## src/rtl/memoredf_pkg.sv

```systemverilog
// Shared types for the request serializer: packet header layout, packet offsets and FSM states.
// The header struct is declared MSB first so a cast of packet[101:0] places is_write at bit 0.
package memoredf_pkg;

    localparam int unsigned HDR_SIZE    = 102;
    localparam int unsigned STRB_OFFSET = 102;
    localparam int unsigned DATA_OFFSET = 166;

    typedef struct packed {
        logic [15:0] user;
        logic [3:0]  region;
        logic [3:0]  qos;
        logic [2:0]  prot;
        logic [3:0]  cache;
        logic        lock;
        logic [1:0]  burst;
        logic [2:0]  size;
        logic [7:0]  len;
        logic [39:0] addr;
        logic [15:0] id;
        logic        is_write;
    } request_header_t;

    typedef enum logic [1:0] {
        IDLE  = 2'd0,
        ADDR  = 2'd1,
        WDATA = 2'd2
    } serializer_state_t;

endpackage

```

## src/rtl/axi_request_serializer.sv

```systemverilog
// Latches one scheduled packet and replays it as a single AXI4 master transaction:
// AR alone for reads, AW followed by 1-4 W beats for writes.
module axi_request_serializer
    import memoredf_pkg::*;
#(
    parameter int unsigned DATA_SIZE  = 678,
    parameter int unsigned ID_WIDTH   = 16,
    parameter int unsigned ADDR_WIDTH = 40,
    parameter int unsigned DATA_WIDTH = 128,
    parameter int unsigned USER_WIDTH = 16,
    parameter int unsigned MAX_BEATS  = 4
) (
    input  logic                    clock,
    input  logic                    reset,

    input  logic [DATA_SIZE-1:0]    selector_to_serializer_packet,
    input  logic                    scheduler_to_serializer_activate_signal,
    output logic                    serializer_to_scheduler_consumed,
    output logic                    busy,
    output logic                    protocol_error,

    output logic [ID_WIDTH-1:0]     m_axi_awid,
    output logic [ADDR_WIDTH-1:0]   m_axi_awaddr,
    output logic [7:0]              m_axi_awlen,
    output logic [2:0]              m_axi_awsize,
    output logic [1:0]              m_axi_awburst,
    output logic                    m_axi_awlock,
    output logic [3:0]              m_axi_awcache,
    output logic [2:0]              m_axi_awprot,
    output logic [3:0]              m_axi_awqos,
    output logic [3:0]              m_axi_awregion,
    output logic [USER_WIDTH-1:0]   m_axi_awuser,
    output logic                    m_axi_awvalid,
    input  logic                    m_axi_awready,

    output logic [DATA_WIDTH-1:0]   m_axi_wdata,
    output logic [DATA_WIDTH/8-1:0] m_axi_wstrb,
    output logic                    m_axi_wlast,
    output logic                    m_axi_wvalid,
    input  logic                    m_axi_wready,

    output logic [ID_WIDTH-1:0]     m_axi_arid,
    output logic [ADDR_WIDTH-1:0]   m_axi_araddr,
    output logic [7:0]              m_axi_arlen,
    output logic [2:0]              m_axi_arsize,
    output logic [1:0]              m_axi_arburst,
    output logic                    m_axi_arlock,
    output logic [3:0]              m_axi_arcache,
    output logic [2:0]              m_axi_arprot,
    output logic [3:0]              m_axi_arqos,
    output logic [3:0]              m_axi_arregion,
    output logic [USER_WIDTH-1:0]   m_axi_aruser,
    output logic                    m_axi_arvalid,
    input  logic                    m_axi_arready
);

    localparam int unsigned STRB_WIDTH = DATA_WIDTH / 8;

    if (DATA_SIZE != HDR_SIZE + MAX_BEATS * STRB_WIDTH + MAX_BEATS * DATA_WIDTH) begin : g_size_check
        $error("DATA_SIZE does not match header + strobes + data");
    end

    serializer_state_t     state_q, state_d;
    logic [DATA_SIZE-1:0]  packet_q;
    logic [1:0]            beat_q, beat_d;
    logic                  consumed_q;
    logic                  perr_q;

    request_header_t       hdr;
    request_header_t       hdr_in;
    logic [1:0]            eff_len;
    logic                  latch;
    logic                  last_beat;
    logic                  aw_hs, ar_hs, w_hs;
    int unsigned           beat_idx;

    assign hdr       = request_header_t'(packet_q[HDR_SIZE-1:0]);
    assign hdr_in    = request_header_t'(selector_to_serializer_packet[HDR_SIZE-1:0]);
    assign eff_len   = hdr.len[1:0];
    assign latch     = (state_q == IDLE) && scheduler_to_serializer_activate_signal;
    assign last_beat = (beat_q == eff_len);
    assign beat_idx  = 32'(beat_q);

    assign aw_hs = m_axi_awvalid && m_axi_awready;
    assign ar_hs = m_axi_arvalid && m_axi_arready;
    assign w_hs  = m_axi_wvalid && m_axi_wready;

    always_comb begin
        state_d = state_q;
        beat_d  = beat_q;
        unique case (state_q)
            IDLE: begin
                if (scheduler_to_serializer_activate_signal) begin
                    state_d = ADDR;
                end
            end
            ADDR: begin
                if (aw_hs) begin
                    state_d = WDATA;
                    beat_d  = 2'd0;
                end else if (ar_hs) begin
                    state_d = IDLE;
                end
            end
            WDATA: begin
                if (w_hs) begin
                    if (last_beat) begin
                        state_d = IDLE;
                        beat_d  = 2'd0;
                    end else begin
                        beat_d = beat_q + 2'd1;
                    end
                end
            end
            default: begin
                state_d = IDLE;
                beat_d  = 2'd0;
            end
        endcase
    end

    // Error is judged on the incoming header so it is visible in the first ADDR cycle.
    always_ff @(posedge clock or negedge reset) begin
        if (!reset) begin
            state_q    <= IDLE;
            packet_q   <= '0;
            beat_q     <= 2'd0;
            consumed_q <= 1'b0;
            perr_q     <= 1'b0;
        end else begin
            state_q    <= state_d;
            beat_q     <= beat_d;
            consumed_q <= latch;
            if (latch) begin
                packet_q <= selector_to_serializer_packet;
                if (hdr_in.len > 8'(MAX_BEATS - 1)) begin
                    perr_q <= 1'b1;
                end
            end
        end
    end

    assign serializer_to_scheduler_consumed = consumed_q;
    assign busy                             = (state_q != IDLE);
    assign protocol_error                   = perr_q;

    assign m_axi_awvalid  = (state_q == ADDR) && hdr.is_write;
    assign m_axi_awid     = hdr.id;
    assign m_axi_awaddr   = hdr.addr;
    assign m_axi_awlen    = {6'b0, eff_len};
    assign m_axi_awsize   = hdr.size;
    assign m_axi_awburst  = hdr.burst;
    assign m_axi_awlock   = hdr.lock;
    assign m_axi_awcache  = hdr.cache;
    assign m_axi_awprot   = hdr.prot;
    assign m_axi_awqos    = hdr.qos;
    assign m_axi_awregion = hdr.region;
    assign m_axi_awuser   = hdr.user;

    assign m_axi_arvalid  = (state_q == ADDR) && !hdr.is_write;
    assign m_axi_arid     = hdr.id;
    assign m_axi_araddr   = hdr.addr;
    assign m_axi_arlen    = {6'b0, eff_len};
    assign m_axi_arsize   = hdr.size;
    assign m_axi_arburst  = hdr.burst;
    assign m_axi_arlock   = hdr.lock;
    assign m_axi_arcache  = hdr.cache;
    assign m_axi_arprot   = hdr.prot;
    assign m_axi_arqos    = hdr.qos;
    assign m_axi_arregion = hdr.region;
    assign m_axi_aruser   = hdr.user;

    assign m_axi_wvalid = (state_q == WDATA);
    assign m_axi_wlast  = (state_q == WDATA) && last_beat;
    assign m_axi_wdata  = packet_q[DATA_OFFSET + beat_idx * DATA_WIDTH +: DATA_WIDTH];
    assign m_axi_wstrb  = packet_q[STRB_OFFSET + beat_idx * STRB_WIDTH +: STRB_WIDTH];

endmodule

```

## config.mk

```make
export PLATFORM = sky130hd
export DESIGN_NAME = axi_request_serializer
export DESIGN_NICKNAME = d
export VERILOG_FILES = /design/src/rtl/memoredf_pkg.sv /design/src/rtl/axi_request_serializer.sv
export SDC_FILE = /design/constraint.sdc
export NUM_CORES = 1
export LEC_CHECK = 0
export CAP_MARGIN = 0
export CORE_AREA = 2 2 401 403
export CTS_BUF_LIST = sky130_fd_sc_hd__clkbuf_8
export CTS_CLUSTER_DIAMETER = 60
export DETAILED_ROUTE_END_ITERATION = 7
export DIE_AREA = 0 0 403 405
export SYNTH_ARGS = -nofsm -noshare
export SYNTH_HDL_FRONTEND = slang
export SYNTH_SLANG_ARGS = --single-unit
```

## constraint.sdc

```tcl
create_clock -name clock -period 3.92 [get_ports clock]
set_input_delay 0.392 -clock clock [delete_from_list [all_inputs] [get_ports clock]]
set_output_delay 0.392 -clock clock [all_outputs]
set_load 0.005 [all_outputs]
```

==> impl_metrics.tcl, run 1 <==
set metrics [dict create \
    die_area_sq_um 163000 \
    setup_viol 0 \
    synth-seq-area-share 0.509 \
    utilization 0.319 \
    synthesis.yosys.warnings 0 \
    fin_setup_tns_ns 0 \
    initial_utilization 0.209 \
    worst_tran_pin_value_ns 0.903 \
    grt_start_max_net_pins 92 \
    avgViaCountPerCell 3.99 \
    timing.final.crit_period_ns 3.61 \
    worst_path_largest_cell_delay_ns 0.68 \
    final.period_utilization 0.920 \
    place_inst 4705 \
    synth_largest_type_area_fraction 0.509 \
    clock_tree_from_tritoncts "done" \
    timing.final.max_slew_violations 0 \
    num_vias 21500 \
    final-hold-violation-count 0 \
    synth_cells 1833 \
    ys_top_cells_by_area "sky130_fd_sc_hd__dfrtp_1, sky130_fd_sc_hd__mux2_4, sky130_fd_sc_hd__mux4_2" \
    wl_per_cell_um 23.3 \
    port_buffers 1024 \
    drt_iter0_drcs 1213 \
    clk_pin_slew_ns 0.05 \
    pwr-share-seq 0.355 \
    cap_viol_max_count 0 \
    worst_ep_required_time_ns 3.53 \
    part_of_the_power_in_the_clock_network 0.195 \
    status "complete, no violations" \
    die_width_um 403 \
    nature_of_the_critical_path_startpoint "register" \
    worstPathMaxFanout 21 \
    cts.path.max_buffers 3 \
    grt_first_pass_wirelength_mm 175 \
    fraction_of_layout_cells_with_a_size_suffix_above_1 0.329 \
    fin_skew_ns 0.0531 \
    cp_top_family "buffers and inverters" \
    peakVddDrop_mv 0.448 \
    critical_path_class "register to output port" \
    drt_pre_antenna_iters 5 \
    hpwlAfterDp_mm 94.9 \
    crit_path_top_delay_cell "sky130_fd_sc_hd__mux4_2" \
    floorplan.rows 147 \
    ctsHtreeMaxLevel 4 \
    fraction_of_power_consumed_by_combinational_cells 0.451 \
    crit_chain "buf_4 > mux4_2 > clkdlybuf4s50_1" \
    critical_path.n_buffers_inverters 2 \
    numClockSinks 678 \
    core_sq_um 159000 \
    total_global_route_track_usage 0.150 \
    routed_wirelength_mm 125 \
    postSynthRegisterBits 678 \
    worst_ep_arrival_time_ns 3.22 \
    gp_congestion 0.891 \
    grt_setup_unrepaired "false" \
    cts_made_buffers 133 \
    setup.worst_path.end_class "output port" \
    grt_remaining_overflow 0 \
    post_synth.cell_area_avg_sq_um 18.2 \
    vias_in_the_first_global_route 23400 \
    synthesis.area_sq_um 33300 \
    place_worst_setup_slack_ns 1.13 \
    clock_latency_ns 0.86 \
    final_cell_count_no_fill 5379 \
    postCtsSetupRepairBufs 0 \
    grt_antenna_before_repair 51 \
    total_leakage_power_nw 21.2 \
    area_growth_syn_to_layout_pct 52.7 \
    die_h_um 405 \
    intPower_mw 26.6 \
    power_switching_share 0.306 \
    timing.max_slew.rel_slack 0.398 \
    final_critical_path_setup_slack_ns 0.313 \
    post-synth-top-area-cell "sky130_fd_sc_hd__dfrtp_1" \
    fmax_mhz 277 \
    cts.root.buffer_cell "sky130_fd_sc_hd__clkbuf_8" \
    hp-class "input pin to async pin" \
    ys_types 29 \
    whs_ns 0.135 \
    route.detailed.drc 0 \
    power.density_nw_per_um2 754 \
    finalNetCount 3856 \
    floorplan.io_pins 1037 \
    antenna_violating_nets_post_route 0 \
    power.switching_mw 11.7 \
]
-- Yosys cell counts --
cell type and number:
sky130_fd_sc_hd__a31oi_1 2, sky130_fd_sc_hd__buf_2 16, sky130_fd_sc_hd__buf_4 204, sky130_fd_sc_hd__nor4_1 1, sky130_fd_sc_hd__o2111ai_1 2, sky130_fd_sc_hd__dfrtp_1 678, sky130_fd_sc_hd__o21ai_0 4, sky130_fd_sc_hd__mux4_2 144
sky130_fd_sc_hd__mux2_2 67, sky130_fd_sc_hd__nor2_8 1, sky130_fd_sc_hd__nor2_1 3, sky130_fd_sc_hd__mux2_4 600, sky130_fd_sc_hd__conb_1 1, sky130_fd_sc_hd__nand3_1 1, sky130_fd_sc_hd__buf_8 1, sky130_fd_sc_hd__mux2i_1 2
sky130_fd_sc_hd__a21o_1 1, sky130_fd_sc_hd__inv_1 3, sky130_fd_sc_hd__xor2_1 2, sky130_fd_sc_hd__clkbuf_1 7, sky130_fd_sc_hd__buf_1 8, sky130_fd_sc_hd__or2_4 1, sky130_fd_sc_hd__buf_6 6, sky130_fd_sc_hd__and3b_1 1
sky130_fd_sc_hd__nor2b_1 2, sky130_fd_sc_hd__mux2_1 5, sky130_fd_sc_hd__buf_12 66, sky130_fd_sc_hd__nor3b_1 2, sky130_fd_sc_hd__nand2_1 2
-- flip-flops by register name, indices dropped and copies added, names as in the netlist --
| name | cells |
|---|---|
| state_q | 2 |
| serializer_to_scheduler_consumed | 1 |
| packet_q | 672 |
| beat_q | 2 |
| protocol_error | 1 |
-- cells in the final DEF (no fill, tap or decap) --
master,n
sky130_fd_sc_hd__o21ai_0,4
sky130_fd_sc_hd__mux2_1,5
sky130_fd_sc_hd__nand2_1,2
sky130_fd_sc_hd__clkinv_2,18
sky130_fd_sc_hd__mux4_2,144
sky130_fd_sc_hd__diode_2,21
sky130_fd_sc_hd__mux2_4,600
sky130_fd_sc_hd__conb_1,12
sky130_fd_sc_hd__nand3_1,1
sky130_fd_sc_hd__clkbuf_8,168
sky130_fd_sc_hd__mux2_2,67
sky130_fd_sc_hd__nor3b_1,2
sky130_fd_sc_hd__mux2i_1,2
sky130_fd_sc_hd__clkinv_8,1
sky130_fd_sc_hd__inv_1,35
sky130_fd_sc_hd__clkdlybuf4s50_1,1023
sky130_fd_sc_hd__buf_4,37
sky130_fd_sc_hd__buf_12,22
sky130_fd_sc_hd__dfrtp_4,2
sky130_fd_sc_hd__dlygate4sd3_1,418
sky130_fd_sc_hd__o2111ai_1,2
sky130_fd_sc_hd__dfrtp_1,676
sky130_fd_sc_hd__nor4_1,1
sky130_fd_sc_hd__nor2_1,3
sky130_fd_sc_hd__bufinv_16,4
sky130_fd_sc_hd__buf_8,1
sky130_fd_sc_hd__xor2_1,2
sky130_fd_sc_hd__nor2_8,1
sky130_fd_sc_hd__clkinvlp_4,8
sky130_fd_sc_hd__a21o_1,1
sky130_fd_sc_hd__a31oi_1,2
sky130_fd_sc_hd__inv_6,4
sky130_fd_sc_hd__or2_4,1
sky130_fd_sc_hd__nor2b_1,2
sky130_fd_sc_hd__and3b_1,1
-- metrics by stage --
step	power (mW)	instance area (sq um)
4_1_cts	38.8	50800
3_3_place_gp	30.3	43900
2_1_floorplan	24.2	33300
6_report	38.4	50900
3_5_place_dp	30.4	43900
5_1_grt	40.2	50800
-- power by group through the flow --
stage / clock (mW) / combinational, mW / sequential (mW)
2_1_floorplan: 0 / 12.1 / 12.0
3_3_place_gp: 0 / 16.8 / 13.5
3_5_place_dp: 0 / 16.9 / 13.5
4_1_cts: 7.79 / 17.4 / 13.5
5_1_grt: 8.05 / 18.2 / 14.0
6_report: 7.46 / 17.3 / 13.6
-- area by class of cell --
class	count	area, sq um
sequential	678	17000
fill	15700	108000
inverter	3	11.3
antenna	21	52.6
clock buffer	168	2310
clock inverter	67	442
timing repair buffer	1501	15200
multi-input combinational	855	13300
tap	2086	2610
-- routing by layer --
layer | part of all wire | global-route usage
met4 | 0.032 | 0.0528
met3 | 0.068 | 0.0438
met5 | 0.00057 | 0
met1 | 0.43 | 0.194
met2 | 0.47 | 0.238
-- worst paths after layout --
check,start,endpoint,slack (ns),depth (start not counted)
worst min register to register,packet_q[548]$_DFFE_PN0P_,packet_q[548]$_DFFE_PN0P_,0.48,1
min in group clock,selector_to_serializer_packet[378],packet_q[378]$_DFFE_PN0P_,0.18,2
max in group asynchronous,reset,packet_q[249]$_DFFE_PN0P_,2.60,4
worst max register to register,state_q[1]$_DFFE_PN0P_,packet_q[581]$_DFFE_PN0P_,1.21,4
worst max-delay path,beat_q[0]$_DFFE_PN0P_,m_axi_wdata[122],0.31,3
worst min-delay path,reset,packet_q[373]$_DFFE_PN0P_,0.14,2
-- logic make-up after synthesis --
logic type      after synthesis  synth area share
mux                         818             0.393
flops                       678             0.509
buf+inv                     311            0.0926
simple gates                 14           0.00286
compound gates                9           0.00173
xor+xnor                      2          0.000526
other cells                   1          0.000113
-- repair_timing --
action | 4_1_cts | 5_1_grt
endpoints found under the setup margin | 0 | 0
hold buffers | 418 | 0
hold endpoints to repair | 480 | 0
gates resized for setup | 0 | 0
Power figures use the tool's default switching activity.
==> run 2, diff against run 1 <==
--- a/config.mk
+++ b/config.mk
@@ -7,10 +7,12 @@
 export LEC_CHECK = 0
 export CAP_MARGIN = 0
 export CORE_AREA = 2 2 401 403
-export CTS_BUF_LIST = sky130_fd_sc_hd__clkbuf_8
+export CTS_BUF_LIST = sky130_fd_sc_hd__clkbuf_4 sky130_fd_sc_hd__clkbuf_8
 export CTS_CLUSTER_DIAMETER = 60
 export DETAILED_ROUTE_END_ITERATION = 7
 export DIE_AREA = 0 0 403 405
+export DONT_BUFFER_PORTS = 1
+export REMOVE_ABC_BUFFERS = 1
 export SYNTH_ARGS = -nofsm -noshare
 export SYNTH_HDL_FRONTEND = slang
 export SYNTH_SLANG_ARGS = --single-unit
==> impl_metrics.tcl, run 2 (synthesized netlist as in run 1, its figures left out) <==
set metrics [dict create \
    status "complete, no violations" \
    worst_ep_required_time_ns 4.75 \
    hp-class "input pin to register" \
    part_of_the_power_in_the_clock_network 0.218 \
    cts.path.max_buffers 3 \
    timing.final.max_slew_violations 0 \
    num_vias 18200 \
    cts.root.buffer_cell "sky130_fd_sc_hd__clkbuf_8" \
    detailed_place.area_sq_um 33400 \
    largest_register_ff_count 672 \
    power_switching_share 0.320 \
    initial_utilization 0.209 \
    grt_setup_unrepaired "false" \
    final_cell_mix "sky130_fd_sc_hd__dlygate4sd3_1, sky130_fd_sc_hd__dfrtp_1, sky130_fd_sc_hd__mux2_4, sky130_fd_sc_hd__clkbuf_8, sky130_fd_sc_hd__mux4_2" \
    port_buffers 0 \
    grt_antenna_before_repair 43 \
    worstPathMaxFanout 172 \
    final.period_utilization 0.836 \
    cts_resized 0 \
    area_growth_syn_to_layout_pct 29.3 \
    power.switching_mw 10.7 \
    setup_viol 0 \
    worst_tran_pin_value_ns 1.05 \
    die_area_sq_um 163000 \
    grt_remaining_overflow 0 \
    power.density_nw_per_um2 776 \
    fmax_mhz 305 \
    layout_commonest_cell "sky130_fd_sc_hd__dlygate4sd3_1" \
    timing.final.crit_period_ns 3.28 \
    routed_wirelength_mm 106 \
    final_critical_path_setup_slack_ns 0.643 \
    numClockSinks 678 \
    drt_iter0_drcs 981 \
    fin_area_sq_um 43100 \
    route.detailed.drc 0 \
    core_sq_um 159000 \
    fraction_of_layout_cells_with_a_size_suffix_above_1 0.435 \
    finalNetCount 3076 \
    clk_pin_slew_ns 0.06 \
    place_worst_setup_slack_ns 1.48 \
    ctsHtreeMaxLevel 3 \
    clock_tree_from_tritoncts "done" \
    hpwlAfterDp_mm 75.4 \
    grt_first_pass_wirelength_mm 150 \
    critical_path_class "input pin to async pin" \
    die_width_um 403 \
    wl_per_cell_um 23.1 \
    setup.worst_path.end_class "async pin" \
    peakVddDrop_mv 0.445 \
    gp_congestion 0.794 \
    clock_latency_ns 0.85 \
    total_leakage_power_nw 18.2 \
    avgViaCountPerCell 3.98 \
    area_used_by_multi_input_combinational_logic_sq_um 13300 \
    timing.max_slew.rel_slack 0.302 \
    fillers 15900 \
    fraction_of_power_consumed_by_combinational_cells 0.368 \
    intPower_mw 22.8 \
    floorplan.io_pins 1037 \
    drt_pre_antenna_iters 5 \
    floorplan.rows 147 \
    total_global_route_track_usage 0.126 \
    fin_skew_ns 0.0276 \
    nature_of_the_critical_path_startpoint "input pin" \
    cts_made_buffers 119 \
    cap_viol_max_count 0 \
    largest_register "packet_q" \
    final-seq-area_sq_um 17000 \
    final-hold-violation-count 0 \
    die_h_um 405 \
    reg.largest.list "packet_q x672, beat_q x2, state_q x2" \
    pwr-share-seq 0.414 \
    worst_ep_arrival_time_ns 4.10 \
    antenna_violating_nets_post_route 0 \
    vias_in_the_first_global_route 20300 \
    grt_start_max_net_pins 679 \
]
-- run 2: changes by cell type in the layout (fill, tap and decap cells not counted), sizes merged --
cell / before / now
clkbuf: 168 / 190
dlygate4sd3: 418 / 682
clkinv: 19 / 13
diode: 21 / 18
inv: 39 / 9
clkinvlp: 8 / 1
clkdlybuf4s50: 1023 / 0
buf: 60 / 53
-- run 2: timing repair --
| action | in CTS | in global routing |
|---|---|---|
| endpoints found under the setup margin | 0 | 0 |
| hold buffers | 680 | 2 |
| setup buffers | 0 | 0 |
| hold endpoints to repair | 1356 | 173 |
-- run 2: routing by layer --
metal	global-route usage	wire, um
met1	0.150	42100
met2	0.202	50900
met3	0.0519	9090
met4	0.0475	3670
met5	0	157
-- run 2: stage by stage --
step                       util  cells  total power, mW  TNS (ns)  hold WS [ns]
after floorplan               -   1536             23.8  -4704.99        0.0964
after global placement    0.210   3671             25.1         0         0.110
after detailed placement  0.210   3671             25.3         0         0.112
after CTS                 0.269   4565             33.5         0        -0.925
after global routing      0.270   4581             35.1         0        0.0880
final                     0.270   4589             33.4         0         0.215
-- run 2: final cells by class --
cell class / count / share of cell area
Clock inverter: 24 / 0.00662
Sequential cell: 678 / 0.394
Multi-Input combinational cell: 855 / 0.309
Inverter: 3 / 0.000261
Timing Repair Buffer: 735 / 0.173
Clock buffer: 190 / 0.0553
Tap cell: 2086 / 0.0606
Antenna cell: 18 / 0.00105
-- run 2: power groups by stage --
stage          combinational, mW  sequential [mW]  clock [mW]
6_report                    12.3             13.8        7.28
3_5_place_dp                11.5             13.8           0
3_3_place_gp                11.3             13.8           0
4_1_cts                     12.2             13.8        7.51
5_1_grt                     13.0             14.2        7.84
2_1_floorplan               11.2             12.5           0
-- run 2: worst max-delay path, stage by stage --
cell,delay (ns)
sky130_fd_sc_hd__dlygate4sd3_1,0.54
sky130_fd_sc_hd__dlygate4sd3_1,0.88
sky130_fd_sc_hd__buf_16,0.55
sky130_fd_sc_hd__buf_16,0.57
sky130_fd_sc_hd__buf_16,0.57
-- run 2: final timing paths --
path / start / end / slack [ns] / cells after the start
worst max register to register: state_q[1]$_DFFE_PN0P_ / packet_q[601]$_DFFE_PN0P_ / 1.46 / 5
max in group clock: beat_q[1]$_DFFE_PN0P_ / m_axi_wdata[107] / 0.73 / 2
min in group asynchronous: reset / packet_q[424]$_DFFE_PN0P_ / 0.51 / 2
worst min-delay path: selector_to_serializer_packet[519] / packet_q[519]$_DFFE_PN0P_ / 0.21 / 2
worst max-delay path: reset / packet_q[65]$_DFFE_PN0P_ / 0.64 / 5
worst min register to register: packet_q[549]$_DFFE_PN0P_ / packet_q[549]$_DFFE_PN0P_ / 0.48 / 1
